## config.mk

```make
export PLATFORM = sky130hd
export DESIGN_NAME = mem_access_unit
export DESIGN_NICKNAME = d
export VERILOG_FILES = /design/src/rtl/mem_access_pkg.sv /design/src/rtl/mem_lane_align.sv /design/src/rtl/mem_access_unit.sv
export SDC_FILE = /design/constraint.sdc
export NUM_CORES = 1
export LEC_CHECK = 0
export ABC_AREA = 1
export BUFFER_PORTS_ARGS = -buffer_cell sky130_fd_sc_hd__buf_4
export CAP_MARGIN = 20
export CORE_UTILIZATION = 56
export CTS_CLUSTER_DIAMETER = 100
export DETAILED_ROUTE_END_ITERATION = 12
export HOLD_SLACK_MARGIN = 0.1
export PLACE_DENSITY = 0.85
export SLEW_MARGIN = 20
export SYNTH_ARGS = -nofsm -noshare
export SYNTH_HDL_FRONTEND = slang
export SYNTH_SLANG_ARGS = --single-unit
```

## constraint.sdc

```tcl
create_clock -name Clock -period 5.3 [get_ports Clock]
set_input_delay 0 -clock Clock [delete_from_list [all_inputs] [get_ports Clock]]
set_output_delay 0 -clock Clock [all_outputs]
set_load 0.02 [all_outputs]
```

## src/rtl/mem_access_pkg.sv

```systemverilog
// Shared types and helpers for the load/store unit: FSM state encoding,
// access-size codes and address-offset helpers.
package mem_access_pkg;

    typedef enum logic [2:0] {
        ST_IDLE,
        ST_LOAD,
        ST_RMW,
        ST_WR,
        ST_ERR
    } state_t;

    localparam logic [1:0] SZ_BYTE = 2'b00;
    localparam logic [1:0] SZ_HALF = 2'b01;
    localparam logic [1:0] SZ_WORD = 2'b10;

    // Byte offset actually used for lane selection; low bits that would make
    // a half or word straddle its natural boundary are dropped.
    function automatic logic [1:0] align_offset(input logic [1:0] size, input logic [1:0] off);
        case (size)
            SZ_BYTE: return off;
            SZ_HALF: return {off[1], 1'b0};
            default: return 2'b00;
        endcase
    endfunction

    function automatic logic is_misaligned(input logic [1:0] size, input logic [1:0] off);
        case (size)
            SZ_BYTE: return 1'b0;
            SZ_HALF: return off[0];
            default: return off != 2'b00;
        endcase
    endfunction

endpackage

```

## src/rtl/mem_lane_align.sv

```systemverilog
// Combinational lane steering: extracts/extends load lanes and merges store
// lanes into a full memory word (little-endian).
module mem_lane_align
    import mem_access_pkg::*;
(
    input  logic [1:0]  size,
    input  logic        sign_ext,
    input  logic [1:0]  offset,
    input  logic [31:0] rd_word,
    input  logic [31:0] wr_data,
    output logic [31:0] ld_data,
    output logic [31:0] merged
);

    logic [7:0]  byte_lane;
    logic [15:0] half_lane;

    // NOTE: every output of a combinational block gets a default first, so no path can infer a latch.
    always_comb begin
        byte_lane = rd_word[{offset, 3'b000} +: 8];
        half_lane = rd_word[{offset[1], 4'b0000} +: 16];
        ld_data   = rd_word;
        merged    = rd_word;
        case (size)
            SZ_BYTE: begin
                ld_data = {{24{sign_ext & byte_lane[7]}}, byte_lane};
                merged[{offset, 3'b000} +: 8] = wr_data[7:0];
            end
            SZ_HALF: begin
                ld_data = {{16{sign_ext & half_lane[15]}}, half_lane};
                merged[{offset[1], 4'b0000} +: 16] = wr_data[15:0];
            end
            default: merged = wr_data;
        endcase
    end

endmodule

```

## src/rtl/mem_access_unit.sv

```systemverilog
// Load/store unit between CPU datapath and single-port word memory; sub-word
// stores use read-modify-write. Define MISALIGN_TRAP_EN to trap misaligned requests.
module mem_access_unit
    import mem_access_pkg::*;
#(
    parameter int ADDR_W = 32,
    parameter int DATA_W = 32
) (
    input  logic              Clock,
    input  logic              Reset,
    input  logic              req_valid,
    output logic              req_ready,
    input  logic              req_we,
    input  logic [1:0]        req_size,
    input  logic              req_signed,
    input  logic [ADDR_W-1:0] req_addr,
    input  logic [DATA_W-1:0] req_wdata,
    output logic              resp_valid,
    output logic [DATA_W-1:0] resp_rdata,
    output logic              resp_err,
    output logic [ADDR_W-1:0] mem_addr,
    output logic [DATA_W-1:0] mem_datain,
    input  logic [DATA_W-1:0] mem_dataout,
    output logic              mem_write,
    output logic              mem_read
);

    state_t            state, next_state;
    logic [ADDR_W-1:0] addr_q;
    logic [1:0]        size_q;
    logic              signed_q;
    logic [DATA_W-1:0] wdata_q;
    logic [DATA_W-1:0] merge_q;
    logic [DATA_W-1:0] ld_data;
    logic [DATA_W-1:0] merged;
    logic              accept;
    logic              sub_word_q;

    assign accept     = req_valid & req_ready;
    assign sub_word_q = (size_q == SZ_BYTE) || (size_q == SZ_HALF);

    mem_lane_align u_align (
        .size     (size_q),
        .sign_ext (signed_q),
        .offset   (align_offset(size_q, addr_q[1:0])),
        .rd_word  (mem_dataout),
        .wr_data  (wdata_q),
        .ld_data  (ld_data),
        .merged   (merged)
    );

    always_comb begin
        next_state = state;
        req_ready  = (state == ST_IDLE);
        mem_read   = ~Reset & ((state == ST_LOAD) || (state == ST_RMW));
        mem_write  = ~Reset & (state == ST_WR);
        mem_addr   = (state != ST_IDLE) ? {addr_q[ADDR_W-1:2], 2'b00} : '0;
        mem_datain = (state == ST_WR) ? (sub_word_q ? merge_q : wdata_q) : '0;
        case (state)
            ST_IDLE: if (accept) begin
                if (!req_we)
                    next_state = ST_LOAD;
                else if (req_size == SZ_BYTE || req_size == SZ_HALF)
                    next_state = ST_RMW;
                else
                    next_state = ST_WR;
`ifdef MISALIGN_TRAP_EN
                if (is_misaligned(req_size, req_addr[1:0]))
                    next_state = ST_ERR;
`endif
            end
            ST_LOAD: next_state = ST_IDLE;
            ST_RMW:  next_state = ST_WR;
            default: next_state = ST_IDLE;
        endcase
    end

`ifdef MISALIGN_TRAP_EN
    logic err_q;
    assign resp_err = err_q;
`else
    assign resp_err = 1'b0;
`endif

    // NOTE: sequential state uses non-blocking assignments so every register samples pre-edge values.
    always_ff @(posedge Clock) begin
        if (Reset) begin
            state      <= ST_IDLE;
            addr_q     <= '0;
            size_q     <= SZ_BYTE;
            signed_q   <= 1'b0;
            wdata_q    <= '0;
            merge_q    <= '0;
            resp_valid <= 1'b0;
            resp_rdata <= '0;
`ifdef MISALIGN_TRAP_EN
            err_q      <= 1'b0;
`endif
        end else begin
            state      <= next_state;
            resp_valid <= 1'b0;
            if (accept) begin
                addr_q   <= req_addr;
                size_q   <= req_size;
                signed_q <= req_signed;
                wdata_q  <= req_wdata;
            end
            case (state)
                ST_LOAD: begin
                    resp_valid <= 1'b1;
                    resp_rdata <= ld_data;
`ifdef MISALIGN_TRAP_EN
                    err_q      <= 1'b0;
`endif
                end
                ST_RMW: merge_q <= merged;
                ST_WR: begin
                    resp_valid <= 1'b1;
                    resp_rdata <= '0;
`ifdef MISALIGN_TRAP_EN
                    err_q      <= 1'b0;
`endif
                end
`ifdef MISALIGN_TRAP_EN
                ST_ERR: begin
                    resp_valid <= 1'b1;
                    resp_rdata <= '0;
                    err_q      <= 1'b1;
                end
`endif
                default: ;
            endcase
        end
    end

endmodule

```

==> metrics.txt, run 1 <==
Max clock buf depth=2; I/O Buffers=200; Power Dens Cells=389 mW/mm²; post-synthesis compound-gate area fraction=30.9%; multiplexer share of the synthesized area=0%; die area=0.0129 mm²; final period utilization=56.8%; 1st-pass router iterations=6; Power, Total=0.00394 W; Crit Path Category=reg2reg; Worst R2R End=merge_q[27]; P_sw=0.00144 W; Final Util=83.6%; clock skew=0.0108 ns; largest net degree at the start of global routing=68; CP startpoint kind=register; CTS tree=built; core area=0.0121 mm²; Syn Inst Count=1044; Synth cell types=33; CP max FO=63; post-synth top area share=38.4%; Post-Synth Simple-Gate Area=19.7%; CP startpoint=size_q[1]; Area contributors post-synth=dfxtp_1, a21oi_1, o21ai_0; area grow syn2layout=44.8%; Vias=8791; Worst-path clk slew=0.06 ns; crit-path cells=buf_4 > nor2_8 > nand2_4 > inv_1 > ha_1 > nand3_1 > o31ai_1 > nand2_1 > a41oi_1; Die Height=114 µm; diode count=0; RSZ-0062 raised after global routing=false; row count=40; largest family of logic cells by synthesized area=compound AO/OA/AOI/OAI gates; Final Instance Area=0.0101 mm²; reg-to-reg startpoint=size_q[1]; first-iteration detailed-routing DRC count=997; Max-slew headroom=34.2%; Setup crit end kind=register; Post-synth EDFFs=0; chip width=114 µm; final setup vio count=0; post-DR vias/cell=5.97; CP required=5.64 ns; Seq pwr share=33.1%; max-slew violations=0; VDD IR-drop max=0.265 mV; Largest stage delay, worst path=0.46 ns; status=finished, final reports clean; Worst Path Arrival=3.36 ns; layout cells sized above 1=19.6%; slowest cell on the critical path=nor2_8; clock share of power=33.5%; Sw Ratio=36.7%; Peak Freq=332 MHz; Final HPWL DP=15900 µm; Post-synth ARST share=0%; minimum clock period=3.01 ns; syn_area_per_cell=6.70 µm²; nets=1402; CTS Buf Count=17; R2R depth=9; Initial Utilization=57.7%; GPL Wtd Cong=0.967; Leakage Power=4.31 nW; Detailed Route WL=27800 µm; insertion delay to the later sink of the worst-skew pair=0.43 ns; first-pass GRT wire length=43000 µm; I/O pins=204; Yosys Warn Count=0; area leader, netlist=dfxtp_1; Post-Synth Adder-Cell Area=1.25%; Mapped Area=0.00699 mm²; Routed Antenna Nets=0; worst setup path endpoint=merge_q[27]; GRT Total Usage=43.1%; Seq cells post-synth=134; routed length per instance=18.9 µm; hold crit path type=in2reg; Max Cap Viol=0; drt drc=0; most common cell in the synthesized netlist=nand2_1; final hold vios=0; initial antenna violation count=0; sequential-to-total area share from yosys stat=38.4%; reg2reg setup slack=2.29 ns; dominant synthesized flop cell=dfxtp_1; gr ovfl total=0; H-tree levels=4; Commonest cells post-synth=nand2_1, a21oi_1, o21ai_0; Power Internal=0.00249 W; # clock sinks=134; Comb power frac=33.5%; XOR/XNOR share of the synthesized area=0%; Setup Total Neg Slack=0 ns; worst-margin pin slew=0.986 ns; area post-placement=0.00843 mm²; clock root cell=clkbuf_16; Setup Buffers After CTS=0; vias in the first global route=8266
==> sequential cells by signal (all words and copies together) (netlist names) <==
signal,flops
size_q,2
addr_q,32
merge_q,32
state,2
resp_valid,1
resp_rdata,32
signed_q,1
wdata_q,32
==> timing repair <==
action                    4_1_cts  5_1_grt
gates resized for setup         0        0
hold endpoints to repair      131        0
hold buffers                  103        0
==> critical path: cells and delay by family, from the launching register on <==
family          cells  cell delay [ns]
flops               1             0.35
buf+inv             2             0.62
compound gates      2             0.44
fa+ha+maj           1             0.45
simple gates        4             1.01
==> layout make-up <==
cell class / count / area [µm²]
clock inverters: 12 / 201
multi-input cells: 742 / 3640
clock buffers: 19 / 453
repair buffers: 313 / 2610
fillers: 753 / 1990
flip-flops and latches: 134 / 2680
well taps: 168 / 210
inverters: 84 / 320
==> power groups by stage <==
stage	logic (W)	registers, W	clock network (W)
after floorplan	0.000806	0.00130	0
after global placement	0.00116	0.00130	0
after detailed placement	0.00118	0.00131	0
after CTS	0.00125	0.00129	0.00131
after global routing	0.00143	0.00131	0.00136
final	0.00132	0.00130	0.00132
==> cell families (layout without fill, tap and decap cells) <==
logic type | count (synthesis) | after routing
DFF | 134 | 134
adders and majority gates | 7 | 7
and+or+nand+nor | 338 | 338
other | 1 | 3
AOI/OAI and AO/OA | 394 | 394
buffers and inverters | 170 | 428
==> through the flow <==
stage / hold slack [ns] / instances / setup slack, ns
finish: 0.150 / 1472 / 2.29
global route: 0.149 / 1472 / 2.06
CTS: 0.115 / 1472 / 2.41
detailed placement: 0.258 / 1338 / 2.46
global placement: 0.253 / 1338 / 2.50
floorplan: 0.157 / 1046 / 3.13
==> worst min-delay path by stage <==
stage / startpoint / to / slack [ns] / depth (start not counted)
floorplan: req_we / state[1] / 0.16 / 2
global placement: req_wdata[8] / wdata_q[8] / 0.25 / 3
detailed placement: req_wdata[31] / wdata_q[31] / 0.26 / 3
CTS: mem_dataout[28] / resp_rdata[28] / 0.12 / 5
global route: mem_dataout[28] / merge_q[28] / 0.15 / 5
finish: mem_dataout[28] / resp_rdata[4] / 0.15 / 5
==> layout by cell type, fill, tap and decap left out <==
cell           instances
a41oi_1               16
dfxtp_1              133
inv_6                  1
nor2_8                 1
conb_1                 3
clkinv_4               3
nor2_4                 2
o2111ai_1              3
clkbuf_8               2
nand2_4                2
bufinv_16              5
o22ai_1               17
inv_2                  2
nor3_1                 1
nand2_1              182
nand2_2                1
nor2_1               124
clkinv_1               3
dlygate4sd3_1        103
nand3_1               17
clkinv_2               2
a221oi_1               2
inv_1                 78
a31oi_1               15
ha_1                   7
nand4_1                1
a21oi_1              166
o211ai_1              23
or3_1                  3
nor2_2                 1
nand3_2                1
clkbuf_16             17
o21ai_0              148
o31ai_1                4
dfxtp_2                1
buf_4                210
nand3_4                2
clkinvlp_4             2
==> per-layer routing <==
metal | wire, µm | GRT usage, % | share of wire (%)
met1 | 10200 | 51.4 | 37
met2 | 13000 | 69.6 | 47
met3 | 2890 | 10.7 | 10
met4 | 1700 | 26.9 | 6.1
met5 | 0 | 0 | 0
Power figures use the tool's default switching activity.
==> run 2, diff against run 1 <==
--- a/config.mk
+++ b/config.mk
@@ -5,14 +5,14 @@
 export SDC_FILE = /design/constraint.sdc
 export NUM_CORES = 1
 export LEC_CHECK = 0
-export ABC_AREA = 1
+export ABC_AREA = 0
 export BUFFER_PORTS_ARGS = -buffer_cell sky130_fd_sc_hd__buf_4
 export CAP_MARGIN = 20
-export CORE_UTILIZATION = 56
+export CORE_UTILIZATION = 48
 export CTS_CLUSTER_DIAMETER = 100
 export DETAILED_ROUTE_END_ITERATION = 12
 export HOLD_SLACK_MARGIN = 0.1
-export PLACE_DENSITY = 0.85
+export PLACE_DENSITY = 0.78
 export SLEW_MARGIN = 20
 export SYNTH_ARGS = -nofsm -noshare
 export SYNTH_HDL_FRONTEND = slang
==> constraint.sdc (replaced) <==
create_clock -name Clock -period 2.4 [get_ports Clock]
set_input_delay 0 -clock Clock [delete_from_list [all_inputs] [get_ports Clock]]
set_output_delay 0 -clock Clock [all_outputs]
set_load 0.02 [all_outputs]
==> run 2 against run 1 <==
First-iteration DRC count down 21%. Total power up 100%. Sequential cell count unchanged. Critical path type unchanged. Highest routed layer unchanged.
==> metrics.txt, run 2 <==
clock skew=0.00488 ns (-0.00592 ns); Yosys Warn Count=0 (unchanged); clock root cell=clkbuf_16; final period utilization=93.2% (+36 points); FF/Latch Area=0.00269 mm² (about the same); commonest non-fill, non-tap cell in the layout=buf_4; post-synthesis compound-gate area fraction=24.7% (-6.2 points); row count=44 (+10%); hold crit path type=in2reg; nets=1265 (-9.8%); dominant synthesized flop cell=dfxtp_1; CTS tree=built; largest net degree at the start of global routing=89 (+31%); XOR/XNOR share of the synthesized area=0% (unchanged); max-slew violations=0 (unchanged); routed length per instance=18.4 µm (-2.6%); most common cell in the synthesized netlist=nand2_1; Commonest cells post-synth=nand2_1, dfxtp_1, a21oi_1; area grow syn2layout=45.0%; worst-margin pin slew=0.967 ns (-0.0187 ns); drt drc=0 (unchanged); Vias=7812 (-11%); insertion delay to the later sink of the worst-skew pair=0.42 ns (about the same); GPL Wtd Cong=0.946 (-2.1%); CTS Buf Count=17 (unchanged); Final Util=71.2% (-12 points); first-iteration detailed-routing DRC count=787 (-21%); fill count=1099 (+46%); Seq cells post-synth=134 (unchanged); Final Non-Filler Cells=1351 (-8.2%); Synth cell types=57 (+73%); I/O Buffers=200 (unchanged); post-synth top area share=37.7% (-0.65 points); Post-synth EDFFs=0 (unchanged); Syn Inst Count=888 (-15%); Final HPWL DP=15700 µm (-1.3%); dpl ws=0.231 ns (-2.23 ns); most frequent cells in the layout=buf_4, nand2_1, dfxtp_1; layout cells sized above 1=23.7% (+4.1 points); CTS resizes=0 (unchanged); slowest cell on the critical path=nor4b_4; Worst Slack Setup Final=0.164 ns (-2.12 ns); GRT Total Usage=32.3% (-11 points); initial antenna violation count=0 (unchanged); Post-Synth Adder-Cell Area=1.23% (-0.021 points); die area=0.0153 mm² (+18%); Peak Freq=447 MHz (+35%); gr ovfl total=0 (unchanged); Post-Synth Simple-Gate Area=23.6% (+3.9 points); Routed Antenna Nets=0 (unchanged); Area contributors post-synth=dfxtp_1, nand2_1, a21oi_1; Max-slew headroom=35.5% (+1.3 points); 1st-pass router iterations=5 (-1); CP max FO=17 (-73%); area of the multi-input gates=0.00403 mm² (+11%); Die Height=124 µm (+8.8%); Placed Cells=1217 (-9.0%); Leakage Power=4.13 nW (-4.2%); Max clock buf depth=2 (unchanged); R2R depth=8 (-1); sequential-to-total area share from yosys stat=37.7% (-0.65 points); core area=0.0145 mm² (+20%); I/O pins=204 (unchanged); minimum clock period=2.24 ns (-0.776 ns); Worst Path Arrival=2.55 ns (-0.81 ns); diode count=0 (unchanged); H-tree levels=4 (unchanged); vias in the first global route=7505 (-9.2%); Setup Total Neg Slack=0 ns (unchanged); Post-synth ARST share=0% (unchanged); crit-path cells=buf_4 > nor2b_4 > inv_2 > ha_1 > nor4b_4 > a22o_1 > nand2_1 > a311oi_1; syn_area_per_cell=8.01 µm² (+20%); Power Dens Cells=772 mW/mm² (+98%); Initial Utilization=49.1% (-8.6 points); status=finished, final reports clean; CP startpoint kind=register; Crit Path Category=reg2reg; CP required=2.72 ns (-2.92 ns); Setup crit end kind=register; first-pass GRT wire length=37800 µm (-12%); VDD IR-drop max=0.576 mV (+120%); Hold Path Cell Cnt=4 (-1); Worst-path clk slew=0.06 ns (about the same); largest family of logic cells by synthesized area=compound AO/OA/AOI/OAI gates; final hold vios=0 (unchanged); RSZ-0062 raised after global routing=false; # clock sinks=134 (unchanged); post-DR vias/cell=5.78 (-3.2%); chip width=124 µm (+8.8%); Detailed Route WL=24800 µm (-11%); area leader, netlist=dfxtp_1; multiplexer share of the synthesized area=6.86% (+6.9 points); final setup vio count=0 (unchanged); Max Cap Viol=0 (unchanged); Mapped Area=0.00711 mm² (+1.7%); Largest stage delay, worst path=0.49 ns (+0.03 ns)
==> run 2: worst paths after layout <==
| path | to | start | slack (ns) |
|---|---|---|---|
| setup / recovery | merge_q[15] | size_q[1] | 0.16 |
| hold / removal | wdata_q[23] | req_wdata[23] | 0.37 |
| setup reg to reg | merge_q[15] | size_q[1] | 0.16 |
| hold reg to reg | addr_q[5] | addr_q[5] | 0.45 |
==> run 2: layer usage <==
metal,GRT usage [%],vias to the layer above,routed length (µm)
met5,0,-,0
met4,17.7,0,1100
met3,8.01,87,2400
met2,52.6,417,11500
met1,38.9,3648,9870
li1,-,3660,-
==> run 2: what timing repair did <==
item                      4_1_cts  5_1_grt
buffers inserted                0        0
hold buffers                  103        0
hold endpoints to repair      126        0
==> run 2: area by class of cell <==
type | count | area share [%]
clock buffer | 21 | 4.37
clock inverter | 10 | 1.49
inverter | 7 | 0.255
multi-input combinational | 667 | 39.1
sequential | 134 | 26.1
tap | 184 | 2.23
timing repair buffer | 328 | 26.5
==> run 2: kinds of logic (layout without fill, tap and decap cells) <==
logic type | Yosys count | in the layout
AOI/OAI and AO/OA | 257 | 257
adders and majority gates | 7 | 7
buffers and inverters | 89 | 366
DFF | 134 | 134
muxes | 48 | 48
other | 1 | 3
and+or+nand+nor | 352 | 352
==> run 2: critical path: cells and delay by family, from the launching register on <==
family | cells | cell delay [ns]
AOI/OAI and AO/OA | 2 | 0.52
adders and majority gates | 1 | 0.27
buffers and inverters | 2 | 0.31
DFF | 1 | 0.33
and+or+nand+nor | 3 | 0.71
==> run 2: through the flow <==
stage	hold slack (ns)	total power [W]	area, µm²
3_5_place_dp	0.255	0.00508	8670
6_report	0.373	0.00796	10300
5_1_grt	0.394	0.00831	10300
3_3_place_gp	0.246	0.00504	8670
4_1_cts	0.357	0.00791	10300
2_1_floorplan	0.136	0.00430	7120
==> run 2: report_power, final <==
group | switching (W) | internal [W] | total (W)
combinational | 0.00142 | 0.00104 | 0.00246
sequential | 0.000240 | 0.00254 | 0.00278
clock | 0.000965 | 0.00175 | 0.00272
total | 0.00262 | 0.00534 | 0.00796
